File: src/rtl/spi_master_if.sv
// CPU-side register bus of the SPI master.
//   data_in   : write data from the CPU
//   data_out  : read data to the CPU (combinational from address)
//   address   : register select
//   sel       : access strobe
//   read      : read qualifier
//   write     : write qualifier
//   interrupt : int_en & ready
// The master modport is the CPU, the slave modport is the spi_master block.
interface spi_master_if #(
  parameter int DATA_W = 32,
  parameter int ADDR_W = 3
);
  logic [DATA_W-1:0] data_in;
  logic [DATA_W-1:0] data_out;
  logic [ADDR_W-1:0] address;
  logic              sel;
  logic              read;
  logic              write;
  logic              interrupt;

  modport master (
    output data_in, address, sel, read, write,
    input  data_out, interrupt
  );

  modport slave (
    input  data_in, address, sel, read, write,
    output data_out, interrupt
  );
endinterface

File: src/rtl/spi_master.sv
// SPI master, mode 0, LSB first, one full-duplex DATA_W-bit frame per TX write.
// A preamble SCLK pulse with ss high precedes every frame so the attached
// slave can latch its transmit word on that falling edge.
//   clk  : system clock, rising edge
//   rst  : asynchronous active-low reset
//   sclk : SPI clock, idles low
//   ss   : slave select, active low
//   mosi : master out
//   miso : slave out, sampled in the first cycle of each SCLK high phase
//   bus  : CPU register interface (TX=0, RX=1, STATUS=2, INT_EN=3, SOFT_RST=4)
module spi_master #(
  parameter int DATA_W  = 32,
  parameter int ADDR_W  = 3,
  parameter int CLK_DIV = 2
) (
  input  logic         clk,
  input  logic         rst,
  output logic         sclk,
  output logic         ss,
  output logic         mosi,
  input  logic         miso,
  spi_master_if.slave  bus
);

  localparam int BCNT_W = $clog2(DATA_W) + 1;
  localparam int HCNT_W = $clog2(CLK_DIV) + 1;
  localparam logic [HCNT_W-1:0] H_LAST = HCNT_W'(CLK_DIV - 1);

  typedef enum logic [2:0] {IDLE, PRE_H, PRE_L, SETUP, BIT_H, BIT_L, HOLD} state_t;

  state_t            state, state_nxt;
  logic [HCNT_W-1:0] hcnt;
  logic [BCNT_W-1:0] bcnt;
  logic [DATA_W-1:0] tx_sh, rx_sh, rx_reg;
  logic              ready, overrun, int_en;
  logic              busy, start, half_done, last_bit, hold_done, entering;
  logic              wr_tx, wr_int, wr_srst, rd_rx, rd_stat;

  // Register access decode.
  assign wr_tx   = bus.sel && bus.write && (bus.address == ADDR_W'(0));
  assign rd_rx   = bus.sel && bus.read  && (bus.address == ADDR_W'(1));
  assign rd_stat = bus.sel && bus.read  && (bus.address == ADDR_W'(2));
  assign wr_int  = bus.sel && bus.write && (bus.address == ADDR_W'(3));
  assign wr_srst = bus.sel && bus.write && (bus.address == ADDR_W'(4));

  assign busy      = (state != IDLE);
  assign start     = wr_tx && !busy;
  assign half_done = (hcnt == '0);
  assign last_bit  = (bcnt == BCNT_W'(DATA_W));
  assign entering  = (state_nxt != state);
  // Soft reset in the last HOLD cycle aborts the frame, so nothing is delivered.
  assign hold_done = (state == HOLD) && half_done && !wr_srst;

  // NOTE: every signal assigned in an always_comb gets a default first, so no
  // path leaves it unassigned and no latch is inferred.
  always_comb begin
    state_nxt = state;
    case (state)
      IDLE:    if (start)     state_nxt = PRE_H;
      PRE_H:   if (half_done) state_nxt = PRE_L;
      PRE_L:   if (half_done) state_nxt = SETUP;
      SETUP:   if (half_done) state_nxt = BIT_H;
      BIT_H:   if (half_done) state_nxt = BIT_L;
      BIT_L:   if (half_done) state_nxt = last_bit ? HOLD : BIT_H;
      HOLD:    if (half_done) state_nxt = IDLE;
      default:                state_nxt = IDLE;
    endcase
    // Soft reset aborts the frame; outputs follow from the IDLE target below.
    if (wr_srst) state_nxt = IDLE;
  end

  // NOTE: sequential state uses non-blocking assignments so every register
  // samples pre-edge values regardless of statement order.
  // sclk/ss are decoded from the next state and registered, so they change
  // exactly on state entry and never glitch.
  always_ff @(posedge clk or negedge rst) begin
    if (!rst) begin
      state <= IDLE;
      sclk  <= 1'b0;
      ss    <= 1'b1;
      mosi  <= 1'b0;
      hcnt  <= '0;
      bcnt  <= '0;
    end else begin
      state <= state_nxt;
      sclk  <= (state_nxt == PRE_H) || (state_nxt == BIT_H);
      ss    <= (state_nxt == IDLE) || (state_nxt == PRE_H) || (state_nxt == PRE_L);
      if (entering)          hcnt <= H_LAST;
      else if (!half_done)   hcnt <= hcnt - 1'b1;
      if (entering) begin
        case (state_nxt)
          SETUP: begin
            mosi <= tx_sh[0];
            bcnt <= '0;
          end
          BIT_L: begin
            mosi <= tx_sh[1];
            bcnt <= bcnt + 1'b1;
          end
          IDLE:    mosi <= 1'b0;
          default: ;
        endcase
      end
    end
  end

  // NOTE: the shift registers are pure datapath: they are fully loaded or
  // fully shifted before any bit of them is used, so they carry no reset.
  always_ff @(posedge clk) begin
    if (start)
      tx_sh <= bus.data_in;
    else if (entering && state_nxt == BIT_L)
      tx_sh <= tx_sh >> 1;
    if (state == BIT_H && hcnt == H_LAST)
      rx_sh <= {miso, rx_sh[DATA_W-1:1]};
  end

  // CPU-visible registers; soft reset leaves them untouched.
  always_ff @(posedge clk or negedge rst) begin
    if (!rst) begin
      rx_reg  <= '0;
      ready   <= 1'b0;
      overrun <= 1'b0;
      int_en  <= 1'b0;
    end else begin
      if (hold_done) rx_reg <= rx_sh;
      // Set wins over a same-cycle clear for both sticky flags.
      if (hold_done)  ready <= 1'b1;
      else if (rd_rx) ready <= 1'b0;
      if (wr_tx && busy) overrun <= 1'b1;
      else if (rd_stat)  overrun <= 1'b0;
      if (wr_int) int_en <= bus.data_in[0];
    end
  end

  always_comb begin
    bus.data_out = '0;
    case (bus.address)
      ADDR_W'(1): bus.data_out = rx_reg;
      ADDR_W'(2): bus.data_out = {{(DATA_W-3){1'b0}}, overrun, busy, ready};
      ADDR_W'(3): bus.data_out = {{(DATA_W-1){1'b0}}, int_en};
      default:    bus.data_out = '0;
    endcase
  end

  assign bus.interrupt = int_en & ready;

endmodule

File: src/flat_wrapper.sv
// flat-port wrapper written by rule: the top's interface ports become plain ports
module spi_master_flat 
#(
  parameter int DATA_W  = 32,
  parameter int ADDR_W  = 3,
  parameter int CLK_DIV = 2
)
  (clk, rst, sclk, ss, mosi, miso, bus_data_in, bus_address, bus_sel, bus_read, bus_write, bus_data_out, bus_interrupt);
  spi_master_if #(.DATA_W(DATA_W), .ADDR_W(ADDR_W)) bus_i ();
  input  logic clk;
  input  logic rst;
  output logic sclk;
  output logic ss;
  output logic mosi;
  input  logic miso;
  input wire logic [$bits(bus_i.data_in)-1:0] bus_data_in;
  input wire logic [$bits(bus_i.address)-1:0] bus_address;
  input wire logic [$bits(bus_i.sel)-1:0] bus_sel;
  input wire logic [$bits(bus_i.read)-1:0] bus_read;
  input wire logic [$bits(bus_i.write)-1:0] bus_write;
  output wire logic [$bits(bus_i.data_out)-1:0] bus_data_out;
  output wire logic [$bits(bus_i.interrupt)-1:0] bus_interrupt;
  assign bus_i.data_in = bus_data_in;
  assign bus_i.address = bus_address;
  assign bus_i.sel = bus_sel;
  assign bus_i.read = bus_read;
  assign bus_i.write = bus_write;
  assign bus_data_out = bus_i.data_out;
  assign bus_interrupt = bus_i.interrupt;
  spi_master #(.DATA_W(DATA_W), .ADDR_W(ADDR_W), .CLK_DIV(CLK_DIV)) u_core (.clk(clk), .rst(rst), .sclk(sclk), .ss(ss), .mosi(mosi), .miso(miso), .bus(bus_i));
endmodule
File: config.mk
export PLATFORM = sky130hd
export DESIGN_NAME = spi_master_flat
export DESIGN_NICKNAME = d
export VERILOG_FILES = /design/src/rtl/spi_master_if.sv /design/src/rtl/spi_master.sv /design/src/flat_wrapper.sv
export SDC_FILE = /design/constraint.sdc
export NUM_CORES = 1
export LEC_CHECK = 0
export CAP_MARGIN = 20
export CORE_ASPECT_RATIO = 0.8
export CORE_MARGIN = 4
export CORE_UTILIZATION = 55
export CTS_CLUSTER_SIZE = 12
export DETAILED_ROUTE_END_ITERATION = 10
export PLACE_DENSITY = 0.82
export RECOVER_POWER = 100
export SLEW_MARGIN = 15
export SYNTH_ARGS = -nofsm -noshare
export SYNTH_HDL_FRONTEND = slang
export SYNTH_SLANG_ARGS = --single-unit
File: constraint.sdc
create_clock -name clk -period 9.81 [get_ports clk]
set_clock_uncertainty 0.1 [all_clocks]
set_input_delay 1.962 -clock clk [delete_from_list [all_inputs] [get_ports clk]]
set_output_delay 1.962 -clock clk [all_outputs]
set_load 0.01 [all_outputs]
==> Yosys cells after proc, flatten, opt, wreduce, memory -nomap -nowiden <==
Cells that the tools add are included.
Widths: inputs -> output; s select.
{ "op_classes": {"n_eq_ne": 19, "mux": 21, "bitwise": 1, "add_sub_neg": 2, "reduce_logical": 30} }
{ "ops": {"columns": ["operator", "count"], "rows": [
  ["$pmux 32 s3", 1],
  ["$mux 32", 2],
  ["$mux 3", 8],
  ["$pmux 3 s7", 1],
  ["$eq 3x2->1 const B", 6],
  ["$eq 3x3->1 const B", 6],
  ["$logic_and 1x1->1", 13],
  ["$pmux 6 s2", 1],
  ["$eq 3x1->1 const B", 3],
  ["$logic_not 3->1", 3],
  ["$reduce_bool 2->1", 4],
  ["$add 6x1->6 const B", 1],
  ["$eq 6x6->1 const B", 1],
  ["$mux 2", 3],
  ["$reduce_bool 3->1", 2],
  ["$mux 1", 4],
  ["$reduce_and 2->1", 2],
  ["$logic_or 1x1->1", 3],
  ["$ne 3x3->1", 1],
  ["$pmux 1 s3", 1],
  ["$eq 2x1->1 const B", 1],
  ["$logic_not 1->1", 2],
  ["$logic_not 2->1", 1],
  ["$ne 2x2->1 const B", 1],
  ["2 further kinds", 2]
]} }
{ "word_totals": {"regBits": 113, "wordCells": 85, "output_inout_bits": 36, "input_bits": 41} }

==> Longest topological paths before layout <==
Gate-level depths: netlist (run 1).
{ "depth": {"word_depth": 10, "ltp_mapped": 10, "ltp_nobuf": 9} }

==> Worst setup path after synthesis (run 1) <==
Ideal clock, no wire load.
{ "synth_path": {"path_type": "input to output", "from": "in bus_address[0]", "to": "out bus_data_out[10]", "path_buffers": 1, "arrival_time_ps": 2769, "stages": 4, "slack_ps": 4979, "required_time_ps": 7748, "path_cell_list": "nor2b_1 > nor2b_1 > clkbuf_1 > and2_1"} }
{ "synth_via": {"elab_chain_cells": 2, "elab_cells_between_ends": 4, "classes_between": "eq/ne: 3; mux: 1"} }
{ "synth_lines": {"columns": ["element", "line_no", "rtl"], "rows": [
  ["from (decl)", "flat_wrapper.sv:17", "input wire logic [$bits(bus_i.address)-1:0] bus_address;"],
  ["$eq 3x2->1 or $eq 3x1->1 (tied branches)", "spi_master.sv:138", "case (bus.address)"],
  ["$pmux 32 s3 (*)", "spi_master.sv:138", null],
  ["to (decl)", "flat_wrapper.sv:21", "output wire logic [$bits(bus_i.data_out)-1:0] bus_data_out;"]
]} }
Mark *: on every way between the ends. The rest lies on a longest branch, timed or not.

==> Worst setup path after layout (run 1) <==
{ "layout_path": {"from": "in bus_address[0]", "to": "out bus_data_out[12]"} }
The elaborated chain is that of the path after synthesis.

==> results of run 1 <==
[area by class of cell]
type / count / area (µm²)
clock buffers: 22 / 453
clock inverters: 10 / 135
fillers: 567 / 2300
inverters: 9 / 35.0
multi-input cells: 188 / 1570
flip-flops and latches: 113 / 3150
well taps: 112 / 140
repair buffers: 81 / 774
[cells by family (layout without fill, tap and decap cells)]
group	count (synthesis)	count (layout)	share of synthesized area, %
muxes	66	66	15.3
and+or+nand+nor	79	79	10.3
xor gates and xnor gates	2	2	0.360
DFF	113	113	64.8
AOI/OAI and AO/OA	37	37	5.92
adders and majority gates	4	4	1.03
buffers and inverters	24	122	2.27
[layer usage]
metal  vias up  GRT usage [%]
met2        65           31.4
met4         0           6.71
met3        18           6.40
met1      1439           24.4
li1       1365              -
met5         -              0
[worst paths after layout]
kind,startpoint,depth (start not counted),slack (ns),end
worst max-delay path,bus_address[0],6,2.82,bus_data_out[12]
worst min-delay path,u_core.rx_sh[2],0,0.34,u_core.rx_sh[1]
worst max register to register,u_core.state[2],4,5.09,u_core.tx_sh[6]
worst min register to register,u_core.rx_sh[2],0,0.34,u_core.rx_sh[1]
max in group asynchronous,rst,2,5.76,u_core.state[1]
min in group asynchronous,rst,2,2.29,u_core.rx_reg[18]
[worst max-delay path, stage by stage]
cell and delay [ns]:
dlygate4sd3_1 0.61, nor2b_1 0.31, nor2b_1 0.63, clkbuf_1 0.60, and2_1 0.21, dlygate4sd3_1 0.61
[placed cells by master, fill, tap and decap left out, types with 2 or more instances in the layout]
cell type / synthesis / final
o21ai_0: 8 / 8
bufinv_16: 0 / 3
clkbuf_1: 7 / 8
inv_1: 8 / 8
and3b_1: 2 / 2
or3_1: 2 / 2
clkinv_2: 1 / 4
dfrtp_1: 48 / 48
nor3_1: 3 / 3
ha_1: 4 / 4
o21bai_1: 3 / 3
mux2_2: 66 / 64
a21oi_1: 4 / 5
a22oi_1: 3 / 3
nand4_1: 2 / 2
a21o_1: 2 / 2
clkdlybuf4s50_1: 0 / 61
a22o_1: 4 / 4
and2_0: 0 / 26
clkbuf_16: 0 / 16
o21a_1: 3 / 3
and3_1: 2 / 2
nor2b_1: 7 / 7
nand3_1: 4 / 4
clkbuf_8: 0 / 3
a31oi_1: 2 / 2
nand2_1: 3 / 3
and2_1: 32 / 7
dlygate4sd3_1: 0 / 14
edfxtp_1: 64 / 64
mux2_1: 0 / 2
clkinv_4: 0 / 2
nor2_1: 12 / 12
[power by group]
group | total (W) | leakage, nW | internal (W) | switching [W]
registers | 0.000687 | 1.22 | 0.000617 | 0.0000699
clock network | 0.000603 | 0.289 | 0.000399 | 0.000204
logic | 0.000334 | 0.927 | 0.000170 | 0.000164
total | 0.00162 | 2.43 | 0.00119 | 0.000438
[stage by stage]
stage	setup slack [ns]	cells	hold WS, ns	power, W
floorplan	4.98	325	0.320	0.000924
global route	2.60	535	0.353	0.00171
CTS	3.27	535	0.340	0.00165
global placement	3.40	503	0.323	0.00102
finish	2.82	535	0.340	0.00162
detailed placement	3.34	503	0.329	0.00105
==> summary.txt, run 1 <==
Status
  – Status: finished with violations
  – Failing checks: capacitance limit, slew limit

Synthesis
  – Post-Synthesis Cells: 325
  – Most frequent cells after synthesis: mux2_2 (66), edfxtp_1 (64), dfrtp_1 (48), and2_1 (32), nor2_1 (12)
  – Count leader, synth: mux2_2
  – Syn Nets: 370
  – Top FF cell, synth: edfxtp_1
  – Yosys top cell area share: 39.5%
  – Area leader, netlist: edfxtp_1
  – Mapped Avg Cell Area: 15.0 µm²
  – YS warnings: 0
  – FF+latch count, synth: 113
  – Netlist cell types: 49
  – Synthesized cell area: 4860 µm²
  – Ys async rst share: 43.4%
  – Seq/Total Area, Yosys: 64.8%
  – Number of synthesized flops with an enable pin: 64
  – Main area contributors after synthesis: edfxtp_1 (40%), dfrtp_1 (25%), mux2_2 (15%), and2_1 (4.1%), ha_1 (1.0%)

Clock tree
  – Hold buffers post-CTS: 0
  – Root Buffer: clkbuf_8
  – H-tree depth: 4
  – Clock slew at reported path FFs: 0.05 ns
  – Postcts setup bufs: 0
  – Clock Sinks: 113
  – Post-cts resize count: 0
  – Clk_lat worst skew: 0.50 ns
  – CTS Buf Count: 17
  – CTS tree: done
  – CTS Buffer Depth: 2

Route
  – Post-Route WL: 9240 µm
  – DRT Pass-1 Iters: 4
  – Via density: 5.40
  – M1 WL: 4070 µm
  – Top sig layer: met4
  – Met2 WL: 4610 µm
  – ANT nets after route: 0
  – Via Count: 2887
  – WL met3: 404 µm
  – Drt drc: 0
  – DR WL/cell: 17.3 µm
  – Starting DRT DRC Count: 144

Power and ir drop
  – Leakage: 2.43 nW
  – Maximum VDD drop: 0.185 mV
  – Pwr/cell area: 259 nW/µm²

Final layout
  – Syn-to-layout area delta: 28.8%
  – Layout cell share with drive strength beyond 1: 23.6%
  – Diode count: 0
  – Post-layout instance area: 6260 µm²
  – Final core utilization: 73.1%
  – Final nets: 455

Placed design
  – IO buf count: 76
  – Detailed placement HPWL: 5990 µm
  – RD Place Congestion: 0.757
  – Post-DP Area: 5740 µm²

Critical path
  – Worst Setup End Kind: output pin
  – Critical path arrival: 4.93 ns
  – Crit-path max FO: 21
  – Crit path required time: 7.75 ns
  – Critical path launch point type: input pin
  – Worst setup path category: in -> out

STA
  – Relative slew slack: -79.9%
  – Worst-Margin Slew: 2.70 ns
  – Final worst-path cycle share: 71.3%
  – Fmax: 143 MHz
  – Final hold violations: 0
  – Clock period minus worst slack: 6.99 ns
  – Unrepaired setup endpoints after global routing: false
  – Slew Limit Fails: 193
  – Final setup violation count: 0
  – Setup TNS: 0 ns

Floorplan
  – Die W: 113 µm
  – Chip height: 92.1 µm
  – Die ar.: 10400 µm²
  – Initial Util: 56.8%
  – Core area: 8560 µm²
  – FP Rows: 30
  – # IOs: 77

Flow run
  – MaxCap Viol Count: 6

Global routing
  – Antenna violations before repair: 0
  – First-pass GRT wire length: 15400 µm
  – Largest net degree at the start of global routing: 50
  – Vias in the first global route: 3075
  – Grt ovf: 0
  – Total track usage: 19.3%

Worst hold path
  – Worst hold-check path type: reg -> reg
Power figures use the tool's default switching activity.
==> run 2, diff against run 1 <==
CORE_UTILIZATION = 53   (was 55)
PLACE_DENSITY = 0.79   (was 0.82)
clock period = 7.1 ns   (was 9.81 ns; I/O delays follow)
==> summary.txt, run 2 (synthesis results as in run 1) <==
Global routing
  – Total track usage: 18.8% (was 19.3%)
  – Grt ovf: 0 (unchanged)
  – Largest net degree at the start of global routing: 50 (unchanged)
  – Antenna violations before repair: 0 (unchanged)
  – Vias in the first global route: 3066 (was 3075)
  – First-pass GRT wire length: 15300 µm (was 15400 µm)

Critical path
  – FF-to-FF setup slack: 3.32 ns (was 5.09 ns)
  – Worst R2R End: u_core.tx_sh[27] (was u_core.tx_sh[6])
  – Worst Setup End Kind: output pin (unchanged)
  – R2R depth: 4 (unchanged)
  – Critical path arrival: 4.17 ns (was 4.93 ns)
  – Crit path required time: 5.58 ns (was 7.75 ns)
  – Worst setup path category: in -> out (unchanged)
  – CP startpoint: bus_address[1] (was bus_address[0])
  – Reg-to-Reg Start: u_core.state[2] (unchanged)
  – End of the critical path: bus_data_out[24] (was bus_data_out[12])
  – Crit-path max FO: 30 (was 21)
  – Critical path launch point type: input pin (unchanged)

Clock tree
  – CTS Buffer Depth: 2 (unchanged)
  – Root Buffer: clkbuf_16 (was clkbuf_8)
  – Clk_lat worst skew: 0.40 ns (was 0.50 ns)
  – H-tree depth: 4 (unchanged)
  – CTS tree: done (unchanged)
  – Clock Sinks: 113 (unchanged)
  – Hold buffers post-CTS: 0 (unchanged)
  – CTS Buf Count: 17 (unchanged)
  – Clock slew at reported path FFs: 0.06 ns (was 0.05 ns)
  – Post-cts resize count: 0 (unchanged)
  – Postcts setup bufs: 0 (unchanged)

Floorplan
  – Core area: 8710 µm² (was 8560 µm²)
  – Initial Util: 55.8% (was 56.8%)
  – Die W: 115 µm (was 113 µm)
  – Die ar.: 10800 µm² (was 10400 µm²)
  – FP Rows: 30 (unchanged)
  – # IOs: 77 (unchanged)
  – Chip height: 93.7 µm (was 92.1 µm)

Worst hold path
  – Worst hold-check path type: reg -> reg (unchanged)

STA
  – Final WS setup: 1.41 ns (was 2.82 ns)
  – Final worst-path cycle share: 80.1%
  – Final hold violations: 0 (unchanged)
  – Unrepaired setup endpoints after global routing: false (unchanged)
  – Fmax: 176 MHz
  – Slew Limit Fails: 160 (was 193)
  – Setup TNS: 0 ns (unchanged)
  – Clock period minus worst slack: 5.69 ns
  – Worst-Margin Slew: 2.69 ns (was 2.70 ns)
  – Relative slew slack: -79.2% (was -79.9%)
  – Final setup violation count: 0 (unchanged)

Final layout
  – Most frequent cells in the layout: mux2_2 (66), edfxtp_1 (64), clkdlybuf4s50_1 (57), dfrtp_1 (48), and2_0 (22) (was mux2_2 (64), edfxtp_1 (64), clkdlybuf4s50_1 (61), dfrtp_1 (48), and2_0 (26))
  – Final nets: 455 (unchanged)
  – Diode count: 0 (unchanged)
  – Commonest non-fill, non-tap cell in the layout: mux2_2
  – Post-layout instance area: 6290 µm² (was 6260 µm²)
  – Cell Count, Final, Fillers Out: 535 (unchanged)
  – Layout cell share with drive strength beyond 1: 24.3% (was 23.6%)
  – Syn-to-layout area delta: 29.4% (was 28.8%)

Route
  – M1 WL: 4090 µm (was 4070 µm)
  – Via density: 5.39 (was 5.40)
  – DRT Pass-1 Iters: 4 (unchanged)
  – Post-Route WL: 9320 µm (was 9240 µm)
  – Via Count: 2881 (was 2887)
  – DR WL/cell: 17.4 µm (was 17.3 µm)
  – Starting DRT DRC Count: 148 (was 144)
  – Drt drc: 0 (unchanged)
  – WL met3: 403 µm (was 404 µm)
  – Met2 WL: 4660 µm (was 4610 µm)
  – ANT nets after route: 0 (unchanged)
  – Top sig layer: met4 (unchanged)

Power and ir drop
  – Comb pwr share: 20.1% (was 20.6%)
  – Pwr/cell area: 364 nW/µm² (was 259 nW/µm²)
  – Switching power share of the total: 26.8% (was 27.0%)
  – Leakage: 2.47 nW (was 2.43 nW)
  – Sw Pwr: 0.000614 W (was 0.000438 W)
  – Sequential share of power: 41.4% (was 42.3%)
  – Internal power: 0.00168 W (was 0.00119 W)
  – Proportion of power drawn by the clock network: 38.5% (was 37.1%)
  – Maximum VDD drop: 0.217 mV (was 0.185 mV)

Placed design
  – Dpl cells: 503 (unchanged)
  – Post-place setup slack: 2.14 ns (was 3.34 ns)
  – RD Place Congestion: 0.785 (was 0.757)
  – IO buf count: 76 (unchanged)
  – Post-DP Area: 5740 µm² (unchanged)
  – Detailed placement HPWL: 5800 µm (was 5990 µm)

Status
  – Status: finished with violations (unchanged)
  – Failing checks: capacitance limit, slew limit (unchanged)

Flow run
  – MaxCap Viol Count: 5 (was 6)
[run 2: changes by cell type in the layout (fill, tap and decap cells not counted), moves of 2 or more]
cell,before,now
and2_1,7,11
mux2_2,64,66
clkbuf_8,3,0
clkinv_4,2,4
mux2_1,2,0
dlygate4sd3_1,14,18
clkdlybuf4s50_1,61,57
inv_6,0,2
clkinv_2,4,2
and2_0,26,22
[run 2: area by class of cell]
type | count | area (µm²)
flip-flops and latches | 113 | 3150
fillers | 574 | 2420
multi-input cells | 188 | 1570
repair buffers | 81 | 774
clock buffers | 20 | 437
clock inverters | 12 | 183
well taps | 112 | 140
inverters | 9 | 35.0
[run 2: routing by layer]
layer | GRT usage (%) | vias to the layer above
met2 | 29.9 | 80
met3 | 6.70 | 15
li1 | - | 1364
met5 | 0 | -
met1 | 23.9 | 1422
met4 | 6.65 | 0
[run 2: how the worst min path moves through the flow]
stage / slack (ns) / depth (start not counted) / endpoint / start
after floorplan: 0.32 / 0 / u_core.rx_sh[0] / u_core.rx_sh[1]
after global placement: 0.32 / 0 / u_core.rx_sh[7] / u_core.rx_sh[8]
after detailed placement: 0.33 / 0 / u_core.rx_sh[16] / u_core.rx_sh[17]
after CTS: 0.34 / 0 / u_core.rx_sh[0] / u_core.rx_sh[1]
after global routing: 0.34 / 0 / u_core.rx_sh[0] / u_core.rx_sh[1]
final: 0.34 / 0 / u_core.rx_sh[0] / u_core.rx_sh[1]
[run 2: power groups by stage]
| stage | clock network, W | registers (W) | logic, W |
|---|---|---|---|
| detailed placement | 0 | 0.000957 | 0.000483 |
| global route | 0.000930 | 0.000966 | 0.000515 |
| CTS | 0.000894 | 0.000950 | 0.000491 |
| finish | 0.000882 | 0.000949 | 0.000460 |
| global placement | 0 | 0.000951 | 0.000464 |
| floorplan | 0 | 0.000912 | 0.000365 |
[run 2: worst max-delay path, cell delays in order]
cell and delay [ns]:
dlygate4sd3_1 0.61, nor2b_1 0.29, nor2b_1 0.19, clkbuf_1 0.81, and2_1 0.23, dlygate4sd3_1 0.60
[run 2: stage by stage]
| stage | total power [W] | hold WS, ns | utilization (%) |
|---|---|---|---|
| 2_1_floorplan | 0.00128 | 0.320 | - |
| 3_3_place_gp | 0.00141 | 0.323 | 65.9 |
| 3_5_place_dp | 0.00144 | 0.331 | 65.9 |
| 6_report | 0.00229 | 0.343 | 72.2 |
| 4_1_cts | 0.00234 | 0.342 | 73.0 |
| 5_1_grt | 0.00241 | 0.344 | 72.2 |
